[config.mk]
export PLATFORM = sky130hd
export DESIGN_NAME = calc_operand_entry_flat
export DESIGN_NICKNAME = d
export VERILOG_FILES = /design/src/rtl/calc_operand_entry_if.sv /design/src/rtl/calc_operand_entry.sv /design/src/flat_wrapper.sv
export SDC_FILE = /design/constraint.sdc
export NUM_CORES = 1
export LEC_CHECK = 0
export ABC_AREA = 1
export BUFFER_PORTS_ARGS = -buffer_cell sky130_fd_sc_hd__buf_2
export CAP_MARGIN = 40
export CORE_MARGIN = 1.5
export CORE_UTILIZATION = 51
export CTS_CLUSTER_DIAMETER = 60
export CTS_CLUSTER_SIZE = 40
export DETAILED_ROUTE_END_ITERATION = 6
export PLACE_DENSITY_LB_ADDON = 0.05
export SYNTH_ARGS = -nofsm -noshare
export SYNTH_HDL_FRONTEND = slang
export SYNTH_SLANG_ARGS = --single-unit
[constraint.sdc]
create_clock -name clk -period 1.3 [get_ports clk]
set_input_delay 0.195 -clock clk [delete_from_list [all_inputs] [get_ports clk]]
set_output_delay 0.195 -clock clk [all_outputs]
set_load 0.005 [all_outputs]
[src/rtl/calc_operand_entry_if.sv]
// Operand bus from the entry front end to the ALU / display datapath.
`timescale 1ns/1ps
interface calc_operand_entry_if;
    logic [3:0] a;
    logic [3:0] b;
    logic [1:0] op;
    logic [1:0] stage;
    logic       operands_valid;
    logic       start;

    modport master (
        output a, b, op, stage, operands_valid, start
    );

    modport slave (
        input a, b, op, stage, operands_valid, start
    );
endinterface

[src/rtl/calc_operand_entry.sv]
// Stepped operand entry: synchronizes the switches, debounces ENTER/CLEAR,
// and captures A, B and the opcode in sequence onto the operand bus.
// Optional debounce counters: define CALC_OPERAND_ENTRY_DEBOUNCE_EN.
`timescale 1ns/1ps
module calc_operand_entry #(
    parameter int unsigned DB_CYCLES = 500000
) (
    input  logic                  clk,
    input  logic                  rst_n,
    input  logic [3:0]            sw_data,
    input  logic                  key_enter_n,
    input  logic                  key_clear_n,
    calc_operand_entry_if.master  bus
);

    localparam int unsigned SW_W      = 4;
    localparam int unsigned OP_W      = 2;
    localparam int unsigned NKEY      = 2;
    localparam int unsigned KEY_ENTER = 0;
    localparam int unsigned KEY_CLEAR = 1;

    typedef enum logic [1:0] {
        ENTER_A  = 2'd0,
        ENTER_B  = 2'd1,
        ENTER_OP = 2'd2,
        DONE     = 2'd3
    } state_t;

    // Elaboration guard on the debounce length.
    if (DB_CYCLES < 2) begin : g_db_check
        $error("DB_CYCLES must be at least 2");
    end

    logic [SW_W-1:0] sw_s1;
    logic [SW_W-1:0] sw_s2;
    logic [NKEY-1:0] key_raw;
    logic [NKEY-1:0] key_s1;
    logic [NKEY-1:0] key_s2;
    logic [NKEY-1:0] key_db;
    logic [NKEY-1:0] key_db_d;
    logic [NKEY-1:0] press;

    state_t          state;
    state_t          state_nxt;
    logic [SW_W-1:0] a_q;
    logic [SW_W-1:0] b_q;
    logic [OP_W-1:0] op_q;
    logic            valid_q;
    logic            start_q;
    logic [SW_W-1:0] a_nxt;
    logic [SW_W-1:0] b_nxt;
    logic [OP_W-1:0] op_nxt;
    logic            valid_nxt;
    logic            start_nxt;
    logic            enter_ev;
    logic            clear_ev;

    assign key_raw = {key_clear_n, key_enter_n};

    // Two-flop synchronizers; keys reset to the released level.
    always_ff @(posedge clk or negedge rst_n) begin
        if (!rst_n) begin
            sw_s1  <= '0;
            sw_s2  <= '0;
            key_s1 <= '1;
            key_s2 <= '1;
        end else begin
            sw_s1  <= sw_data;
            sw_s2  <= sw_s1;
            key_s1 <= key_raw;
            key_s2 <= key_s1;
        end
    end

`ifdef CALC_OPERAND_ENTRY_DEBOUNCE_EN
    localparam int unsigned CNT_W = $clog2(DB_CYCLES);

    logic [CNT_W-1:0] db_cnt [NKEY];
    logic [NKEY-1:0]  db_q;

    // Per-key debounce: flip only after DB_CYCLES consecutive differing cycles.
    always_ff @(posedge clk or negedge rst_n) begin
        if (!rst_n) begin
            db_q <= '1;
            for (int k = 0; k < NKEY; k++) begin
                db_cnt[k] <= '0;
            end
        end else begin
            for (int k = 0; k < NKEY; k++) begin
                if (key_s2[k] != db_q[k]) begin
                    if (db_cnt[k] == CNT_W'(DB_CYCLES - 1)) begin
                        db_q[k]   <= key_s2[k];
                        db_cnt[k] <= '0;
                    end else begin
                        db_cnt[k] <= db_cnt[k] + CNT_W'(1);
                    end
                end else begin
                    db_cnt[k] <= '0;
                end
            end
        end
    end

    assign key_db = db_q;
`else
    assign key_db = key_s2;
`endif

    // Registered one-cycle press event on each debounced falling edge.
    always_ff @(posedge clk or negedge rst_n) begin
        if (!rst_n) begin
            key_db_d <= '1;
            press    <= '0;
        end else begin
            key_db_d <= key_db;
            press    <= key_db_d & ~key_db;
        end
    end

    assign enter_ev = press[KEY_ENTER];
    assign clear_ev = press[KEY_CLEAR];

    // State register.
    always_ff @(posedge clk or negedge rst_n) begin
        if (!rst_n) begin
            state <= ENTER_A;
        end else begin
            state <= state_nxt;
        end
    end

    // Next-state logic; clear takes priority over enter.
    always_comb begin
        state_nxt = state;
        if (clear_ev) begin
            state_nxt = ENTER_A;
        end else if (enter_ev) begin
            case (state)
                ENTER_A:  state_nxt = ENTER_B;
                ENTER_B:  state_nxt = ENTER_OP;
                ENTER_OP: state_nxt = DONE;
                DONE:     state_nxt = ENTER_A;
                default:  state_nxt = ENTER_A;
            endcase
        end
    end

    // Next values of the captured operands and status flags.
    always_comb begin
        a_nxt     = a_q;
        b_nxt     = b_q;
        op_nxt    = op_q;
        start_nxt = 1'b0;
        valid_nxt = (state_nxt == DONE);
        if (clear_ev) begin
            a_nxt  = '0;
            b_nxt  = '0;
            op_nxt = '0;
        end else if (enter_ev) begin
            case (state)
                ENTER_A:  a_nxt = sw_s2;
                ENTER_B:  b_nxt = sw_s2;
                ENTER_OP: begin
                    op_nxt    = sw_s2[OP_W-1:0];
                    start_nxt = 1'b1;
                end
                default:  ;
            endcase
        end
    end

    // Output registers.
    always_ff @(posedge clk or negedge rst_n) begin
        if (!rst_n) begin
            a_q     <= '0;
            b_q     <= '0;
            op_q    <= '0;
            valid_q <= 1'b0;
            start_q <= 1'b0;
        end else begin
            a_q     <= a_nxt;
            b_q     <= b_nxt;
            op_q    <= op_nxt;
            valid_q <= valid_nxt;
            start_q <= start_nxt;
        end
    end

    assign bus.a              = a_q;
    assign bus.b              = b_q;
    assign bus.op             = op_q;
    assign bus.stage          = state;
    assign bus.operands_valid = valid_q;
    assign bus.start          = start_q;

endmodule

[src/flat_wrapper.sv]
// flat-port wrapper written by rule: the top's interface ports become plain ports
module calc_operand_entry_flat 
#(
    parameter int unsigned DB_CYCLES = 500000
)
  (clk, rst_n, sw_data, key_enter_n, key_clear_n, bus_a, bus_b, bus_op, bus_stage, bus_operands_valid, bus_start);
  calc_operand_entry_if bus_i ();
  input  logic clk;
  input  logic rst_n;
  input  logic [3:0] sw_data;
  input  logic key_enter_n;
  input  logic key_clear_n;
  output wire logic [$bits(bus_i.a)-1:0] bus_a;
  output wire logic [$bits(bus_i.b)-1:0] bus_b;
  output wire logic [$bits(bus_i.op)-1:0] bus_op;
  output wire logic [$bits(bus_i.stage)-1:0] bus_stage;
  output wire logic [$bits(bus_i.operands_valid)-1:0] bus_operands_valid;
  output wire logic [$bits(bus_i.start)-1:0] bus_start;
  assign bus_a = bus_i.a;
  assign bus_b = bus_i.b;
  assign bus_op = bus_i.op;
  assign bus_stage = bus_i.stage;
  assign bus_operands_valid = bus_i.operands_valid;
  assign bus_start = bus_i.start;
  calc_operand_entry #(.DB_CYCLES(DB_CYCLES)) u_core (.clk(clk), .rst_n(rst_n), .sw_data(sw_data), .key_enter_n(key_enter_n), .key_clear_n(key_clear_n), .bus(bus_i));
endmodule
# --- Yosys cells after proc, flatten, opt, wreduce, memory -nomap -nowiden ---
# Index checks and enable logic that the tools add are counted.
word_totals:
  reg_bits: 30
  inputBits: 8
  output_inout_bits: 14
  wordCells: 41
op_classes:
  eq_ne: 4
  mux: 15
  n_bitwise: 2
  reduce_logical: 8
ops:
  columns: ["op", "n"]
  rows:
  - ["4-bit two-way mux", 6]
  - ["2-bit two-way mux", 5]
  - ["2-bit case mux with 4 select lines", 1]
  - ["2-bit nonzero test", 4]
  - ["2-bit == test, second input constant", 3]
  - ["2-bit AND reduction", 3]
  - ["1-bit two-way mux", 3]
  - ["2-bit AND", 1]
  - ["2-bit by 1-bit == test with 1-bit output, second input constant", 1]
  - ["2-bit zero test", 1]
  - ["2-bit NOT", 1]

# --- Logic depth before layout (Yosys ltp) ---
# Gate-level depths: netlist of the first run.
depth:
  ltp_word: 5
  depth_mapped: 6
  mapped_depth_nobuf: 6

# --- Worst setup path before layout of the first run ---
# Ideal clock, no wire load.
synth_path:
  path_type: "register to register"
  startpoint: "register u_core.state[0] (netlist: u_core.bus.stage[0])"
  endpoint: "register u_core.valid_q (netlist: u_core.bus.operands_valid)"
  setup_ps: 120
  arrival_time_ps: 964
  required_ps: 1180
  setup_slack_ps: 216
  stages_incl_launch_ff: 7
  n_path_buf: 0
  synth_period_minus_slack_ps: 1084
  cell_sequence: "dfrtp_1 > inv_1 > ha_1 > nand2_1 > nand2_1 > nor2_1 > nor2_1"
synth_via:
  elab_chain_cells: 5
  word_cells_on_any_way: 8
  cone_classes: "eq/ne: 4; mux: 3; reduce/logical: 1"
synth_lines:
  columns: ["item", "line", "text"]
  rows:
  - ["start, declared", "calc_operand_entry.sv:43", "state_t state;"]
  - ["start signal, assigned", "calc_operand_entry.sv:128", "state <= state_nxt;"]
  - ["2-bit == test (tied with other cells)", "calc_operand_entry.sv:138", "case (state)"]
  - ["2-bit case mux with 4 select lines", "calc_operand_entry.sv:138", null]
  - ["2-bit two-way mux (*)", "calc_operand_entry.sv:137", "end else if (enter_ev) begin"]
  - ["2-bit two-way mux (*)", "calc_operand_entry.sv:135", "if (clear_ev) begin"]
  - ["2-bit == test (*)", "calc_operand_entry.sv:154", "valid_nxt = (state_nxt == DONE);"]
  - ["net u_core.valid_nxt", "calc_operand_entry.sv:53", "logic valid_nxt;"]
  - ["end signal, assigned", "calc_operand_entry.sv:184", "valid_q <= valid_nxt;"]
  - ["end, declared", "calc_operand_entry.sv:48", "logic valid_q;"]
# The timed path passes the listed nets; every way through them passes the cells marked *.
# A chain may end at the register's enable or synchronous reset.

# --- Worst setup path after layout of the first run ---
layout_path:
  startpoint: "register u_core.state[0] (netlist: u_core.bus.stage[0])"
  endpoint: "register u_core.state[0] (netlist: u_core.bus.stage[0])"
layout_via:
  elab_chain_cells: 4
  word_cells_on_any_way: 7
  cone_classes: "eq/ne: 3; mux: 3; reduce/logical: 1"
layout_lines:
  columns: ["item", "line", "text"]
  rows:
  - ["2-bit == test (tied with other cells)", "calc_operand_entry.sv:138", null]
  - ["2-bit case mux with 4 select lines", "calc_operand_entry.sv:138", null]
  - ["2-bit two-way mux (*)", "calc_operand_entry.sv:137", null]
  - ["2-bit two-way mux (*)", "calc_operand_entry.sv:135", null]
  - ["net u_core.state_nxt[0]", "calc_operand_entry.sv:44", "state_t state_nxt;"]
# Marks and branches as above.

==> results of run 1 <==
[through the flow]
| step | std cells | cell area (um2) | total power [uW] | hold WS [ns] | setup WS (ns) |
|---|---|---|---|---|---|
| after floorplan | 97 | 1057 | 1192 | -0.1006 | 0.2155 |
| after global placement | 144 | 1185 | 1290 | 0.2407 | 0.1754 |
| after detailed placement | 144 | 1185 | 1303 | 0.2517 | 0.1371 |
| after CTS | 159 | 1319 | 1892 | 0.3567 | 0.1140 |
| after global routing | 159 | 1324 | 1977 | 0.3696 | 0.06421 |
| final | 159 | 1324 | 1880 | 0.3547 | 0.1670 |
[registers in the layout, indices dropped and copies added (netlist names)]
name,cells
u_core.bus.a,4
u_core.bus.b,4
u_core.sw_s1,4
u_core.sw_s2,4
u_core.bus.op,2
u_core.bus.stage,2
u_core.key_db,2
u_core.key_db_d,2
u_core.key_s1,2
u_core.press,2
u_core.bus.operands_valid,1
u_core.bus.start,1
[cells in the mapped netlist]
cell,instances
inv_2,1
dfrtp_1,24
nand2_1,27
dfstp_2,6
buf_6,1
inv_1,13
nor2_1,11
ha_1,3
nand3_1,11
[cells by family after synthesis]
family	Yosys count	share of synthesized area, %
and+or+nand+nor	49	18.70
adders and majority gates	3	3.551
buffers and inverters	15	6.035
DFF	30	71.72
[timing repair]
item / 4_1_cts / 5_1_grt
hold endpoints to repair: 30 / 0
gates resized for setup: 0 / 2
endpoints found under the setup margin: 0 / 2
hold buffers: 7 / 0
[path summary, 6_finish.rpt]
check                                          from             endpoint  slack [ns]  cells past startpoint
worst max register to register  u_core.bus.stage[0]  u_core.bus.stage[0]        0.17                      6
worst min register to register      u_core.sw_s1[0]      u_core.sw_s2[0]        0.35                      0
min in group asynchronous                     rst_n     u_core.bus.start        0.41                      2
max in group asynchronous                     rst_n      u_core.bus.a[2]        0.48                      2
worst max-delay path            u_core.bus.stage[0]  u_core.bus.stage[0]        0.17                      6
worst min-delay path                u_core.sw_s1[0]      u_core.sw_s2[0]        0.35                      0
[power groups by stage]
stage                     logic, uW  clock network (uW)  registers (uW)
final                           243                 574            1060
after global routing            274                 628            1070
after CTS                       238                 589            1060
after detailed placement        221                   0            1080
after global placement          213                   0            1080
after floorplan                 111                   0            1080
[layout make-up]
cell class | instances | area, um2 | share of cell area (%)
Multi-Input combinational cell | 52 | 240.2 | 18.15
Sequential cell | 30 | 758.2 | 57.28
Timing Repair Buffer | 28 | 175.2 | 13.23
Clock buffer | 6 | 51.30 | 3.875
Inverter | 14 | 52.55 | 3.970
Clock inverter | 2 | 12.51 | 0.9452
Tap cell | 27 | 33.78 | 2.552
[metal layers]
layer / wire (um) / up-vias / track usage [%]
li1: - / 362 / -
met1: 740 / 345 / 19.87
met2: 888 / 25 / 29.17
met3: 116 / 8 / 6.790
met4: 52 / 0 / 11.43
met5: 0 / - / 0
==> results.md, run 1 <==
- Yosys warnings: 0
- Sw frac: about a quarter
- Cell Rows: 16
- Tot GR Track Use: between 10% and 20%
- Final WL: approximately 1.8 mm
- Core Box Area: 0.001962 mm2
- Remaining Overflow, GRT: 0
- Detailed router's first-iteration violation count: 10
- Antenna viol nets, final: 0
- P_leak: roughly 0.00076 uW
- WP data required: ~1.5 ns
- Hpwl dp: around 1.2 mm
- Worst Tran Pin Value: roughly 0.63 ns
- GP Congestion: between 0.7 and 0.8
- Worst IR drop on VDD: 1.051 mV
- Slew margin rel.: approximately three fifths
- Vias/cell: ~4.7
- Longest Clk Path Bufs: 2
- Share of cells above drive strength 1: roughly 29%
- Sw power: around 490 uW
- Most common cell after layout, fill and taps aside: nand2_1
- Ant. Diodes: 0
- # IOs: 22
- Fin crit period: ~1.1 ns
- Comb power frac: 12.9%
- Family with the most delay on the worst path: flip-flops
- Crit path max-delay cell type: dfrtp_1
- Die ar.: approximately 0.0024 mm2
- CP Cell Sequence: inv_1 -> ha_1 -> nand2_1 -> nand2_1 -> nor2_2 -> nor2_1
- Layout Skew: roughly 0.0043 ns
- H-tree Lvls: 2
- Syn_nets: around 110
- RSZ-0062 raised after global routing: no
- Sequential share of power: between 50% and 60%
- Cells after synthesis: 97
- Final Cycle Share: 87.16%
- F_max: a little under 0.9 GHz
- CP most frequent cell: nand2_1
- Clk Latency, worst-skew pair: 0.33 ns
- Crit. End Element: flip-flop
- Seq/Total Area, Yosys: ~70%
- Inserted Clock Buffers: 5
- Buf+Inv Stages, Crit Path: 1
- Clock Power Share: 30.5%
- Port bufs: 21
- Final setup TNS: 0 ns
- Nets@finish: 142
- TritonCTS clock tree: built
- Max_cap viols: 0
- Pins Over Slew Limit: 0
- First-pass GRT wire length: approximately 3 mm
- Layout fillers: roughly 170
- Synth cell types: 9
- Die width: 48.53 um
- P per Cell Area: around 1400 mW/mm2
- Outcome: finished clean
- Mapped Area: 0.001057 mm2
- Area Overhead vs Synth: 25.21%
- Final hold vios: 0
- Cell accounting for the most synthesized area: dfrtp_1
- Clk sink count: 30
- Final setup viols: 0
- WL per Instance: between 10 and 15 um
- Largest net degree at the start of global routing: 31
- CP Launch Type: flip-flop
- Detailed Routing Iterations Pass 1: 4
- Slowest cell delay on critical path: between 0.3 and 0.4 ns
- CP max FO: 5
- Clock slew at reported path FFs: 0.09 ns
- Post-synth top area share: 56.80%
- Initial antenna violation count: 0
- Avg Inst Size Synth: 10.90 um2
- Final Util: 67.47%
- Most frequent cells in the layout: nand2_1 (26), dfrtp_1 (24), buf_2 (21)
- Post-CTS setup buffers: 0
- Number of global-route vias before repair: 729
- Root Buffer: clkbuf_4
- Worst Hold Class: reg -> reg
- Initial core utilization: roughly 54%
- Die Height: between 40 and 50 um
- # DRC: 0
- CP Class: reg -> reg
- Leading cell types by total area after synthesis: dfrtp_1 (57%), dfstp_2 (15%), nand2_1 (9.6%), nand3_1 (5.2%), inv_1 (4.6%)
- Vias: 740
- Crit path arrival time: between 1 and 1.5 ns
- Internal Pwr Total: 1387 uW
- Synthesized flop and latch total: 30
No activity file was read; power rests on OpenSTA's default activity.
==> inputs of run 2 (changes only) <==
--- a/config.mk
+++ b/config.mk
@@ -5,15 +5,17 @@
 export SDC_FILE = /design/constraint.sdc
 export NUM_CORES = 1
 export LEC_CHECK = 0
-export ABC_AREA = 1
+export ABC_AREA = 0
+export ABC_CLOCK_PERIOD_IN_PS = 1300
 export BUFFER_PORTS_ARGS = -buffer_cell sky130_fd_sc_hd__buf_2
 export CAP_MARGIN = 40
 export CORE_MARGIN = 1.5
-export CORE_UTILIZATION = 51
+export CORE_UTILIZATION = 52
 export CTS_CLUSTER_DIAMETER = 60
 export CTS_CLUSTER_SIZE = 40
 export DETAILED_ROUTE_END_ITERATION = 6
 export PLACE_DENSITY_LB_ADDON = 0.05
+export SKIP_LAST_GASP = 1
 export SYNTH_ARGS = -nofsm -noshare
 export SYNTH_HDL_FRONTEND = slang
 export SYNTH_SLANG_ARGS = --single-unit
==> run 2 against run 1 <==
Against the previous run:
- critical path depth fell by 1
- non-clock buffer count rose by 5
- utilization rose by 2.0 points
- largest power group unchanged
- clock power fell by 15%
- die area rose by 2.9%
- routed wire length rose by 0.11%
- clock skew barely moved
- setup slack got worse by 0.12 ns
- critical path type unchanged
- clock-buffer cell count did not move
- sequential share of layout area fell by 2.2 points
==> results.md, run 2 <==
- Min-Delay Path Depth: 0 (unchanged)
- Vias/cell: 4.888 (+5.0%)
- Worst IR drop on VDD: 0.9719 mV (-7.5%)
- Nets@finish: 126 (-11%)
- Yosys warnings: 0 (unchanged)
- Initial antenna violation count: 0 (unchanged)
- Number of synthesized flops with an enable pin: 0 (unchanged)
- Clock slew at reported path FFs: 0.09 ns (about the same)
- Fin crit period: 1.248 ns (+0.1152 ns)
- Worst Tran Pin Value: 0.6226 ns (-0.003095 ns)
- Tot GR Track Use: 16.71% (-1.2 points)
- Area Overhead vs Synth: 23.87%
- GP Congestion: 0.7363 (+0.25%)
- WP data required: 1.53 ns (+0.02 ns)
- Pins Over Slew Limit: 0 (unchanged)
- Seq/Total Area, Yosys: 68.24% (-3.5 points)
- Cells after synthesis: 81 (-16%)
- P_leak: 0.0006717 uW (-11%)
- Synthesized flop and latch total: 30 (unchanged)
- Cell count of the worst reg-to-reg path: 5 (-1)
- Detailed router's first-iteration violation count: 5 (-5)
- Layout Skew: 0.004101 ns (-0.0001669 ns)
- # DRC: 0 (unchanged)
- Final hold slack: 0.3565 ns (+0.001779 ns)
- Post-synth ARST share: 100.0% (unchanged)
- CP Class: reg -> reg
- Die Height: 49.23 um (+1.4%)
- Cell accounting for the most synthesized area: dfrtp_1
- Avg Inst Size Synth: 13.72 um2 (+26%)
- Final setup viols: 0 (unchanged)
- Post-Place Cells: 127 (-12%)
- Worst Hold Launch: u_core.sw_s1[3]
- Final Cycle Share: 96.02% (+8.9 points)
- Syn_nets: 92 (-15%)
- Post-route insts no fill: 143 (-10%)
- Clk sink count: 30 (unchanged)
- Core Box Area: 0.001982 mm2 (+1.0%)
- TritonCTS clock tree: built
- Top_reg_cell synth: dfrtp_1
- H-tree Lvls: 2 (unchanged)
- Share of cells above drive strength 1: 38.79% (+10 points)
- Inserted Clock Buffers: 5 (unchanged)
- Crit path arrival time: 1.48 ns (+0.14 ns)
- F_max: 0.8011 GHz (-9.2%)
- Post-synth top area share: 54.05% (-2.8 points)
- Largest net degree at the start of global routing: 31 (unchanged)
- Count leader, synth: dfrtp_1
- Longest Clk Path Bufs: 2 (unchanged)
- Outcome: finished clean
- Die width: 49.23 um (+1.4%)
- Cell Rows: 16 (unchanged)
- Remaining Overflow, GRT: 0 (unchanged)
- P per Cell Area: 1378 mW/mm2 (-3.0%)
- Leading cell types by total area after synthesis: dfrtp_1 (54%), dfstp_2 (14%), a21bo_1 (8.1%), a21oi_1 (4.5%), nand3_1 (4.5%)
- # IOs: 22 (unchanged)
- Crit. End Element: flip-flop
- Final hold vios: 0 (unchanged)
- Commonest cells post-synth: dfrtp_1 (24), a21oi_1 (10), nand3_1 (10)
- Post-Place Worst Slack: 0.02097 ns (-0.1161 ns)
- Reg-to-reg startpoint: u_core.bus.stage[1]
- First-pass GRT wire length: 2.967 mm (-2.5%)
- CP max FO: 8 (+3)
- WL per Instance: 12.58 um (+11%)
- CP Launch Point: u_core.bus.stage[1]
- Most common cell after layout, fill and taps aside: dfrtp_1
- Worst Hold Class: reg -> reg
- Initial core utilization: 56.06% (+2.2 points)
- Most frequent cells in the layout: dfrtp_1 (24), buf_2 (21), nand3_1 (10)
- Die ar.: 0.002423 mm2 (+2.9%)
- Slew margin rel.: 58.50% (+0.21 points)
- Vias: 699 (-5.5%)
- Mapped Area: 0.001111 mm2 (+5.1%)
- Number of global-route vias before repair: 683 (-6.3%)
- CP Launch Type: flip-flop
- Tot Pwr: 1897 uW (+0.87%)
- Clk Latency, worst-skew pair: 0.31 ns (-0.02 ns)
- Final WL: 1.799 mm (+0.11%)
- Hpwl dp: 1.168 mm (+1.3%)
- Max_cap viols: 0 (unchanged)
- Antenna viol nets, final: 0 (unchanged)
- Port bufs: 21 (unchanged)
- Synth cell types: 18 (+9)
- Detailed Routing Iterations Pass 1: 4 (unchanged)
- Setup ws final: 0.05177 ns (-0.1152 ns)
- Ant. Diodes: 0 (unchanged)
- Root Buffer: clkbuf_4
-- run 2: cell types whose count changed in the layout (fill, tap and decap cells not counted), sizes merged --
cell      before  now
nand2         27    1
inv           14    2
a21bo          0   10
a21oi          0   10
nor2          11    4
buf           21   26
nor2b          0    2
a2111oi        0    1
a211oi         0    1
clkinv         1    2
clkinvlp       1    0
mux2i          0    1
nand3         11   10
-- run 2: path summary, 6_finish.rpt --
check                                  endpoint  slack, ns
max in group asynchronous       u_core.bus.b[3]       0.45
min in group asynchronous       u_core.sw_s2[0]       0.44
worst min-delay path            u_core.sw_s2[3]       0.36
worst min register to register  u_core.sw_s2[3]       0.36
worst max-delay path            u_core.bus.a[0]       0.05
worst max register to register  u_core.bus.a[0]       0.05
-- run 2: routing by layer --
layer | share of wire [%] | global-route usage (%) | up-vias | routed length [um]
met5 | 0 | 0 | - | 0
met4 | 1.6 | 7.143 | 0 | 29
li1 | - | - | 344 | -
met3 | 4.4 | 5.828 | 4 | 80
met2 | 49 | 28.15 | 18 | 888
met1 | 45 | 19.20 | 333 | 801
-- run 2: timing repair --
item,in CTS,in global routing
setup buffers,0,1
setup endpoints to repair,0,6
hold endpoints to repair,30,0
hold buffers,7,0
resized for setup,0,4
-- run 2: per-stage QoR --
stage	cell area (um2)	utilization, %	TNS (ns)
3_5_place_dp	1236	62.37	0
4_1_cts	1358	68.50	0
5_1_grt	1376	69.44	-0.00002087
2_1_floorplan	1111	-	0
6_report	1376	69.44	0
3_3_place_gp	1236	62.37	0
-- run 2: cell type report --
type / count / area (um2)
flip-flops and latches: 30 / 758.2
fillers: 157 / 605.6
repair buffers: 33 / 212.7
multi-input cells: 43 / 312.8
clock inverters: 2 / 10.01
well taps: 27 / 33.78
clock buffers: 6 / 41.29
inverters: 2 / 7.507
-- run 2: report_power, final --
| group | switching [uW] | internal [uW] |
|---|---|---|
| Sequential | 52.5 | 1020 |
| Clock | 283 | 206 |
| Combinational | 167 | 171 |
| Total | 502 | 1390 |
-- run 2: critical path: stages, from the launching register on --
cell and delay, ns:
dfrtp_1 0.41, inv_1 0.08, ha_1 0.19, buf_4 0.17, a21bo_1 0.19, a21oi_2 0.14
-- run 2: cell families after synthesis --
family,Yosys count,synth area share [%]
fa+ha+maj,3,3.379
simple gates,17,7.319
compound gates,22,15.54
mux,1,0.9009
buf+inv,8,4.617
flops,30,68.24
==> inputs of run 3 (changes only) <==
--- a/config.mk
+++ b/config.mk
@@ -15,6 +15,7 @@
 export CTS_CLUSTER_SIZE = 40
 export DETAILED_ROUTE_END_ITERATION = 6
 export PLACE_DENSITY_LB_ADDON = 0.05
+export SETUP_SLACK_MARGIN = 0.2
 export SKIP_LAST_GASP = 1
 export SYNTH_ARGS = -nofsm -noshare
 export SYNTH_HDL_FRONTEND = slang
==> run 3 against run 2 <==
Against the previous run:
- hold slack got worse by 0.0092 ns
- die area did not move
- design area rose by 4.7%
- routed wire length rose by 7.0%
- critical path depth fell by 1
- power rose by 8.4%
- non-clock buffer count fell by 1
- sequential share of layout area fell by 2.3 points
- cell count fell by 0.70%
- setup slack improved by 0.087 ns
- clock-buffer cell count rose by 1
- critical endpoint is now u_core.bus.operands_valid
- largest cell class unchanged
==> results.md, run 3 (synthesized netlist as in run 2, its figures left out) <==
- Layout fillers: 161 (+2.5%)
- F_max: 0.8613 GHz (+7.5%)
- Detailed Routing Iterations Pass 1: 4 (unchanged)
- Number of global-route vias before repair: 705 (+3.2%)
- Final setup TNS: 0 ns (unchanged)
- Area Overhead vs Synth: 29.73%
- Worst Tran Pin Value: 0.6498 ns (+0.02729 ns)
- Initial core utilization: 56.06% (unchanged)
- Final WL: 1.925 mm (+7.0%)
- # DRC: 0 (unchanged)
- Die Height: 49.23 um (unchanged)
- Nets@finish: 125 (-0.79%)
- Post-Place Cells: 124 (-2.4%)
- Worst Hold Class: reg -> reg
- First-pass GRT wire length: 3.305 mm (+11%)
- Vias/cell: 4.915 (+0.56%)
- Detailed router's first-iteration violation count: 11 (+6)
- CP max FO: 8 (unchanged)
- Vias: 698 (-0.14%)
- Cell Rows: 16 (unchanged)
- Outcome: finished clean
- Max_cap viols: 0 (unchanged)
- Antenna viol nets, final: 0 (unchanged)
- Longest Clk Path Bufs: 2 (unchanged)
- H-tree Lvls: 2 (unchanged)
- RSZ-0062 raised after global routing: yes
- Die width: 49.23 um (unchanged)
- Tot GR Track Use: 18.64% (+1.9 points)
- Worst IR drop on VDD: 1.102 mV (+13%)
- Final Cycle Share: 89.31% (-6.7 points)
- CP Launch Type: flip-flop
- Final hold slack: 0.3473 ns (-0.009194 ns)
- CP Class: reg -> reg
- Die ar.: 0.002423 mm2 (unchanged)
- Hpwl dp: 1.138 mm (-2.6%)
- Final setup viols: 0 (unchanged)
- Final hold vios: 0 (unchanged)
- WP data required: 1.51 ns (-0.02 ns)
- Most frequent cells in the layout: dfrtp_1 (22), buf_2 (21), nand3_1 (10), a21oi_1 (10), a21bo_1 (9)
- Largest net degree at the start of global routing: 31 (unchanged)
- Remaining Overflow, GRT: 0 (unchanged)
- Ant. Diodes: 0 (unchanged)
- Clk Latency, worst-skew pair: 0.31 ns (about the same)
- Share of cells above drive strength 1: 42.61% (+3.8 points)
- TritonCTS clock tree: built
- Crit path arrival time: 1.37 ns (-0.11 ns)
- Layout Skew: 0.008595 ns (+0.004495 ns)
- Most common cell after layout, fill and taps aside: dfrtp_1
- # IOs: 22 (unchanged)
- Post-route insts no fill: 142 (-0.70%)
- Slew margin rel.: 56.68% (-1.8 points)
- Root Buffer: clkbuf_4
- Footprint of the multi-input gates: 361.6 um2 (+16%)
- Clock slew at reported path FFs: 0.09 ns (about the same)
- Pins Over Slew Limit: 0 (unchanged)
- Clk sink count: 30 (unchanged)
- Reg area: 760.7 um2 (+0.33%)
- Fin crit period: 1.161 ns (-0.08722 ns)
- P_leak: 0.0006734 uW (+0.26%)
- Inserted Clock Buffers: 5 (unchanged)
- Tot Pwr: 2056 uW (+8.4%)
- Port bufs: 21 (unchanged)
- GP Congestion: 0.7088 (-3.7%)
- P per Cell Area: 1427 mW/mm2 (+3.5%)
- Core Box Area: 0.001982 mm2 (unchanged)
- Crit. End Element: flip-flop
- WL per Instance: 13.56 um (+7.8%)
- Initial antenna violation count: 0 (unchanged)
## run 3: cell types whose count changed in the layout (fill, tap and decap cells not counted), moves of 2 or more
cell     before  now
ha_4          0    2
dfrtp_1      24   22
buf_4         5    3
ha_1          3    0
a21oi_2       3    0
a21oi_1       7   10
dfrtp_2       0    2
## run 3: cell type report
type	instances	area share [%]
clock inverters	1	0.3472
multi-input cells	43	25.09
clock buffers	7	3.819
well taps	27	2.344
repair buffers	32	15.10
flip-flops and latches	30	52.78
inverters	2	0.5208
## run 3: worst max-delay path, stage by stage (launching register included)
cell       delay [ns]
dfrtp_1          0.43
inv_2            0.12
ha_4             0.20
nor2_4           0.05
a2111oi_4        0.26
## run 3: final timing paths
| path | start | end | slack [ns] | cells after the start |
|---|---|---|---|---|
| max | u_core.bus.stage[0] | u_core.bus.operands_valid | 0.14 | 4 |
| min | u_core.sw_s1[2] | u_core.sw_s2[2] | 0.35 | 0 |
| max reg2reg | u_core.bus.stage[0] | u_core.bus.operands_valid | 0.14 | 4 |
| min reg2reg | u_core.sw_s1[2] | u_core.sw_s2[2] | 0.35 | 0 |
| max in group asynchronous | rst_n | u_core.press[0] | 0.40 | 2 |
| min in group asynchronous | rst_n | u_core.bus.start | 0.44 | 2 |
## run 3: metrics by stage
stage,utilization (%),area (um2),setup slack (ns)
2_1_floorplan,-,1154,0.1424
3_3_place_gp,63.32,1255,0.1215
3_5_place_dp,63.32,1255,0.09194
4_1_cts,72.10,1429,0.1289
5_1_grt,72.73,1441,0.04898
6_report,72.73,1441,0.1390
## run 3: layer usage
| layer | track usage [%] | share of wire [%] | vias to the layer above |
|---|---|---|---|
| li1 | - | - | 342 |
| met1 | 25.26 | 48 | 333 |
| met2 | 27.48 | 47 | 17 |
| met3 | 5.828 | 3.5 | 6 |
| met4 | 8.571 | 1.8 | 0 |
| met5 | 0 | 0 | - |
## run 3: repair_timing
item / CTS / global route
endpoints found under the hold margin: 30 / 0
buffers inserted: 3 / 0
gates resized for setup: 4 / 1
pin swaps: 3 / 1
endpoints found under the setup margin: 12 / 15
hold buffers: 7 / 0
## run 3: power breakdown
group | leakage, uW | internal (uW) | switching (uW) | total, uW
logic | 0.000270 | 229 | 204 | 432
clock network | 0.0000353 | 262 | 288 | 550
registers | 0.000369 | 1020 | 54.8 | 1070
